--- src/rtl/coin_dispenser_pkg.sv ---
// Shared coin codes and payout FSM state encoding for the coin dispenser and the vending FSM.
package coin_dispenser_pkg;

  typedef enum logic [1:0] {
    COIN_NONE = 2'b00,
    COIN_FIVE = 2'b01,
    COIN_TEN  = 2'b10
  } coin_e;

  typedef enum logic [1:0] {
    ST_IDLE   = 2'b00,
    ST_SELECT = 2'b01,
    ST_ISSUE  = 2'b10,
    ST_FINISH = 2'b11
  } state_e;

  // Payout units are 5-unit steps; a ten is worth two steps.
  localparam logic [3:0] TEN_STEPS  = 4'd2;
  localparam logic [3:0] FIVE_STEPS = 4'd1;

endpackage

--- src/rtl/coin_dispenser.sv ---
// Greedy coin payout: tens first, then fives; first coin two cycles after req, one coin per
// ISSUE visit held stable until coin_ack, so at most one coin every two cycles.
module coin_dispenser
  import coin_dispenser_pkg::*;
#(
  parameter int unsigned INIT_FIVES = 8,
  parameter int unsigned INIT_TENS  = 8
) (
  input  logic       clk,
  input  logic       rst,
  input  logic       req,
  input  logic [3:0] amount,
  input  logic       refill,
  output logic [1:0] coin,
  output logic       coin_valid,
  input  logic       coin_ack,
  output logic       busy,
  output logic       done,
  output logic       short,
  output logic [3:0] unpaid,
  output logic [3:0] fives_cnt,
  output logic [3:0] tens_cnt
);

  localparam logic [3:0] INIT_F = INIT_FIVES[3:0];
  localparam logic [3:0] INIT_T = INIT_TENS[3:0];

  state_e     state_q, state_d;
  coin_e      coin_q, coin_d;
  logic [3:0] remaining_q, remaining_d;
  logic [3:0] fives_q, fives_d;
  logic [3:0] tens_q, tens_d;
  logic [3:0] unpaid_q, unpaid_d;
  logic       short_q, short_d;

  always_ff @(posedge clk) begin
    if (rst) begin
      state_q     <= ST_IDLE;
      coin_q      <= COIN_NONE;
      remaining_q <= 4'd0;
      fives_q     <= INIT_F;
      tens_q      <= INIT_T;
      unpaid_q    <= 4'd0;
      short_q     <= 1'b0;
    end else begin
      state_q     <= state_d;
      coin_q      <= coin_d;
      remaining_q <= remaining_d;
      fives_q     <= fives_d;
      tens_q      <= tens_d;
      unpaid_q    <= unpaid_d;
      short_q     <= short_d;
    end
  end

  always_comb begin
    state_d     = state_q;
    coin_d      = coin_q;
    remaining_d = remaining_q;
    fives_d     = fives_q;
    tens_d      = tens_q;
    unpaid_d    = unpaid_q;
    short_d     = short_q;

    case (state_q)
      ST_IDLE: begin
        // Refill wins over req so a restock never overlaps a payout.
        if (refill) begin
          fives_d = INIT_F;
          tens_d  = INIT_T;
        end else if (req) begin
          remaining_d = amount;
          short_d     = 1'b0;
          unpaid_d    = 4'd0;
          state_d     = ST_SELECT;
        end
      end

      ST_SELECT: begin
        if (remaining_q >= TEN_STEPS && tens_q != 4'd0) begin
          coin_d  = COIN_TEN;
          state_d = ST_ISSUE;
        end else if (remaining_q != 4'd0 && fives_q != 4'd0) begin
          coin_d  = COIN_FIVE;
          state_d = ST_ISSUE;
        end else begin
          // Short/unpaid are registered here so they are already valid alongside done.
          short_d  = (remaining_q != 4'd0);
          unpaid_d = remaining_q;
          state_d  = ST_FINISH;
        end
      end

      ST_ISSUE: begin
        if (coin_ack) begin
          if (coin_q == COIN_TEN) begin
            remaining_d = remaining_q - TEN_STEPS;
            tens_d      = tens_q - 4'd1;
          end else begin
            remaining_d = remaining_q - FIVE_STEPS;
            fives_d     = fives_q - 4'd1;
          end
          coin_d  = COIN_NONE;
          state_d = ST_SELECT;
        end
      end

      ST_FINISH: begin
        state_d = ST_IDLE;
      end

      default: begin
        state_d = ST_IDLE;
      end
    endcase
  end

  assign coin_valid = (state_q == ST_ISSUE);
  assign coin       = coin_valid ? coin_q : COIN_NONE;
  assign busy       = (state_q != ST_IDLE);
  assign done       = (state_q == ST_FINISH);
  assign short      = short_q;
  assign unpaid     = unpaid_q;
  assign fives_cnt  = fives_q;
  assign tens_cnt   = tens_q;

endmodule

--- config.mk ---
export PLATFORM = sky130hd
export DESIGN_NAME = coin_dispenser
export DESIGN_NICKNAME = d
export VERILOG_FILES = /design/src/rtl/coin_dispenser_pkg.sv /design/src/rtl/coin_dispenser.sv
export SDC_FILE = /design/constraint.sdc
export NUM_CORES = 1
export LEC_CHECK = 0
export CAP_MARGIN = 20
export CELL_PAD_IN_SITES_DETAIL_PLACEMENT = 0
export CELL_PAD_IN_SITES_GLOBAL_PLACEMENT = 1
export CORE_AREA = 3 3 49 84
export CTS_CLUSTER_DIAMETER = 200
export CTS_CLUSTER_SIZE = 8
export DETAILED_ROUTE_END_ITERATION = 8
export DIE_AREA = 0 0 52 87
export PLACE_DENSITY = 0.85
export SYNTH_ARGS = -nofsm -noshare
export SYNTH_HDL_FRONTEND = slang
export SYNTH_SLANG_ARGS = --single-unit
export TNS_END_PERCENT = 50
--- constraint.sdc ---
create_clock -name clk -period 2.1 [get_ports clk]
set_input_delay 0.42 -clock clk [delete_from_list [all_inputs] [get_ports clk]]
set_output_delay 0.42 -clock clk [all_outputs]
set_load 0.005 [all_outputs]
; Word-level counts from Yosys, hierarchy flattened
; Index checks and enable logic that the tools add are counted.
[totals]
inputBits = 9
word_cells = 74
regBits = 21
output_inout_bits = 18
[op_classes]
eq_ne = 13
n_lt_le_gt_ge = 1
n_addsub = 4
n_mux = 33
reduce_logical = 16
[ops]
columns = operator, count
row1 = 2-to-1 mux 4 bit, 13
row2 = case mux 4 bit (2 select lines), 4
row3 = 2-to-1 mux 2 bit, 7
row4 = inequality test 2 bit (second input constant), 6
row5 = AND reduction 4 bit, 3
row6 = nonzero test 4 bit, 3
row7 = subtractor 4 x 1 -> 4 bit (second input constant), 3
row8 = case mux 2 bit (4 select lines), 1
row9 = nonzero test 2 bit, 4
row10 = == test 2 bit (second input constant), 3
row11 = 2-to-1 mux 1 bit, 6
row12 = AND reduction 3 bit, 2
row13 = AND reduction 5 bit, 1
row14 = >= comparator 4 x 2 -> 1 bit (second input constant), 1
row15 = inequality test 2 x 1 -> 1 bit (second input constant), 2
row16 = case mux 2 bit (2 select lines), 1
row17 = subtractor 4 x 2 -> 4 bit (second input constant), 1
row18 = inequality test 3 bit (second input constant), 1
row19 = == test 2 x 1 -> 1 bit (second input constant), 1
row20 = logical AND 1 bit, 2
row21 = zero test 2 bit, 1
row22 = case mux 1 bit (2 select lines), 1

; Depth between registers and ports, before layout
[logic_depth]
word_depth = 5
mapped_depth = 6
depth_no_buf = 6

; Worst setup path before layout
; No wires, ideal clock.
[synth_timing]
path_kind = register to register
startpoint = register fives_q[0] (netlist: fives_cnt[0])
endpoint = register unpaid_q[1] (netlist: unpaid[1])
t_arrival_ns = 1.584
setup_slack_ns = 0.399
stages_incl_launch_ff = 7
setup_ns = 0.117
n_path_buf = 0
period_less_slack_ns = 1.701
required_time_ns = 1.983
cell_sequence = dfxtp_1 > inv_1 > ha_1 > or3b_2 > a22oi_4 > o22ai_2 > a22o_1
[synth_via]
elab_chain_len = 4
[synth_lines]
columns = element, line
row1 = start: declaration, coin_dispenser.sv:31  ; logic [3:0] fives_q, fives_d;
row2 = start signal: assignment, coin_dispenser.sv:49  ; fives_q <= fives_d;
row3 = nonzero test 4 bit, coin_dispenser.sv:83  ; end else if (remaining_q != 4'd0 && fives_q != 4'd0) begin
row4 = logical AND 1 bit, coin_dispenser.sv:83
row5 = inequality test 2 bit (no source line), -
row6 = AND reduction 5 bit (no source line), -
row7 = end signal: assignment, coin_dispenser.sv:51  ; unpaid_q <= unpaid_d;
row8 = end: declaration, coin_dispenser.sv:33  ; logic [3:0] unpaid_q, unpaid_d;
; Every way passes these cells.
; A chain may end at the register's enable or synchronous reset.

; Worst setup path in the final report
[layout_timing]
startpoint = register state_q[0]
endpoint = output coin[1]
[layout_via]
elab_chain_len = 2
[layout_lines]
columns = element, line
row1 = start: declaration, coin_dispenser.sv:28  ; state_e state_q, state_d;
row2 = start signal: assignment, coin_dispenser.sv:46  ; state_q <= state_d;
row3 = == test 2 bit, coin_dispenser.sv:118  ; assign coin_valid = (state_q == ST_ISSUE);
row4 = 2-to-1 mux 2 bit, coin_dispenser.sv:119  ; assign coin = coin_valid ? coin_q : COIN_NONE;
row5 = end: declaration, coin_dispenser.sv:14  ; output logic [1:0] coin,
; Every way passes these cells.

==> results by group <==
Finish
  • Ant. Diodes: 0
  • Fill cell count: 336
  • Share of layout cells above drive strength 1: 0.121
  • P&R area growth vs syn: 29.4%
  • Nets: approximately 190
  • Fin cells: 218
  • Finished Core Util: 0.469

Timing
  • Final Max Tran Viols: 0
  • RSZ-0062 raised after global routing: false
  • Finish-stage setup viols: 0
  • Final Hold Vio Count: 0
  • Actual slew at the worst max-slew pin: about 0.43 ns
  • F_max: 512 MHz
  • Setup tns final: 0 ns
  • Worst slew margin: 0.716
  • Final hold slack: 0.494 ns
  • Worst clock skew: between 0.005 and 0.006 ns
  • Tmin final: 1.95 ns
  • Setup ws final: 0.145 ns
  • Final Cycle Share: 0.931

Detailed routing
  • Wirelength per Cell: 14.6 um
  • WL final: ~3200 um
  • Initial drt markers: 24
  • DRC: 0
  • Antenna Nets Post-Route: 0
  • Vias per inst: 5.33
  • Vias: ~1,200
  • First-pass DRT Iterations: 4

Floorplan
  • Core ar.: 0.00347 mm2
  • # IOs: 27
  • Die area: about 0.0045 mm2
  • Die X-Extent: approximately 52 um
  • Row count: 28
  • Chip Height: 87 um
  • Starting Density: 0.363

Worst setup path
  • Crit-path cells: nand2b_1, inv_1, and2_1, clkdlybuf4s50_1
  • CP Capture Type: primary output
  • Setup CP Type: flip-flop to primary output
  • Max stage delay on crit path: 0.49 ns
  • Critical Path RT: 1.68 ns
  • Max FO, Critical Path: 7
  • Slowest cell on crit path: clkdlybuf4s50_1
  • Crit start category: flip-flop
  • R2r setup slk: 0.24 ns
  • Critical Path AT: 1.53 ns

Power
  • Sequential share of power: 0.427
  • Combinational power share: 0.327
  • Int Power: 742 uW
  • Sw Ratio: 0.319
  • Clk pwr share: 0.246
  • P_sw: between 300 and 400 uW
  • Pwr/cell area: 670 mW/mm2
  • Pleak: between 0.0006 and 0.0007 uW
  • Peak VDD IR: 0.274 mV

Clock tree
  • Worst-skew pair later-pin latency: 0.26 ns
  • Clock tree from TritonCTS: yes
  • Root buffer cell: clkbuf_8
  • Reg clk slew, reported paths: 0.07 ns
  • Cts repair resizes: 0
  • CTS sink cnt: 21
  • Setup bufs post-CTS: 0
  • H-Tree Depth: 1
  • CTS max path bufs: 2
  • CTS Hold Bufs: 0
  • Inserted Clock Buffers: 3

Place
  • Placed cell count: 214
  • IO Port Bufs: 26
  • Dpl ws: 0.117 ns
  • GPL Wtd Cong: slightly below 0.9
  • HPWL after DPL: ~2500 um

Worst hold path
  • Hold Crit Class: flip-flop to flip-flop

Flow run
  • Max-cap viol count: 0

Synthesis
  • Ys Warns: 0
  • Cell Area, Synth: approximately 0.0013 mm2
  • Most area-consuming cells after synthesis: dfxtp_1 33%, ha_1 8.0%, inv_1 4.8%
  • Number of flops mapped to enable cells by yosys: 0
  • Syn Area/Cell: a little under 9 um2
  • Top-count cell post-synth: dfxtp_1
  • Commonest cells in the netlist: 21 x dfxtp_1, 16 x inv_1, 12 x nor2_1
  • Seq/Total Area, Yosys: 0.334
  • Synth top area share: 0.334
  • Synth area leader: dfxtp_1
  • Mapped Nets: 160
  • Post-synthesis register bit count: 21
  • Post-synthesis cell type count: 50
  • Fraction of registers with async set or reset after synthesis: 0
  • Cells after Synth: 143
  • Top FF cell, synth: dfxtp_1

Global route
  • Total congestion overflow: 0
  • GR Util met1: 0.169
  • Initial antenna violation count: 0
  • Vias in the first global route: 1,223
  • Met3 Use GR: 0.0206
  • Largest net degree at the start of global routing: 19
  • Met2 usage: 0.278
  • GRT busiest layer: met2
  • Global-route wire length before repair: 5350 um
  • Total GRT Usage: 0.154

Outcome
  • Status: completed
[cell type report]
class,instances,area (um2),share of cell area
clock buffers,4,45.0,0.0277
inverters,16,60.1,0.0369
multi-input cells,101,747,0.459
flip-flops and latches,21,420,0.258
well taps,45,56.3,0.0346
repair buffers,31,298,0.183
[flip-flops by register name (all words and copies together), names as in the netlist]
name         count
remaining_q      4
short            1
tens_cnt         4
fives_cnt        4
coin_q           2
unpaid           4
state_q          2
[per-stage QoR]
step / area [um2] / total power, uW
after global placement: 1580 / 819
final: 1630 / 1090
after detailed placement: 1580 / 830
after CTS: 1630 / 1090
after floorplan: 1260 / 705
after global routing: 1630 / 1150
[power by group through the flow]
stage	sequential [uW]	clock, uW	combinational (uW)
6_report	465	268	356
5_1_grt	470	291	394
4_1_cts	465	268	358
3_5_place_dp	474	0	355
3_3_place_gp	471	0	348
2_1_floorplan	467	0	238
[final timing paths]
check,start,end,cells after the start
setup / recovery,state_q[0],coin[1],4
hold / removal,unpaid[3],unpaid[3],1
setup reg to reg,remaining_q[1],unpaid[1],6
hold reg to reg,unpaid[3],unpaid[3],1
[placed cells by master (no fill, tap or decap), types with 3 or more instances in the layout]
cell type,Yosys,routed
and2_1,4,4
o21ai_1,4,4
inv_1,16,16
clkdlybuf4s50_1,0,26
nor3_1,3,3
nand2_1,3,3
dfxtp_1,21,21
ha_1,8,8
buf_4,0,5
nand3_1,3,3
a21oi_1,8,8
or4_1,3,3
nor2_1,12,12
o21ai_0,3,3
a22o_1,4,4
or3_1,3,3
clkbuf_8,0,3
nand2b_1,5,5
[critical path: cells and delay by family (launching register included)]
family | cells | cell delay [ns]
buffers and inverters | 2 | 0.66
flip-flops | 1 | 0.31
AND/OR/NAND/NOR | 2 | 0.30
[layer usage]
metal	wire, um	vias to the layer above
met5	0	-
li1	-	571
met4	101	0
met3	110	10
met2	1690	28
met1	1280	552
[cells by family after synthesis]
| kind of cell | share of synthesized area |
|---|---|
| AND/OR/NAND/NOR | 0.245 |
| AO/OA/AOI/OAI | 0.248 |
| buffers and inverters | 0.0716 |
| flip-flops | 0.334 |
| adder cells (fa/ha/maj) | 0.0796 |
| XOR/XNOR | 0.0139 |
| multiplexers | 0.00796 |
No activity file was read; power rests on OpenSTA's default activity.
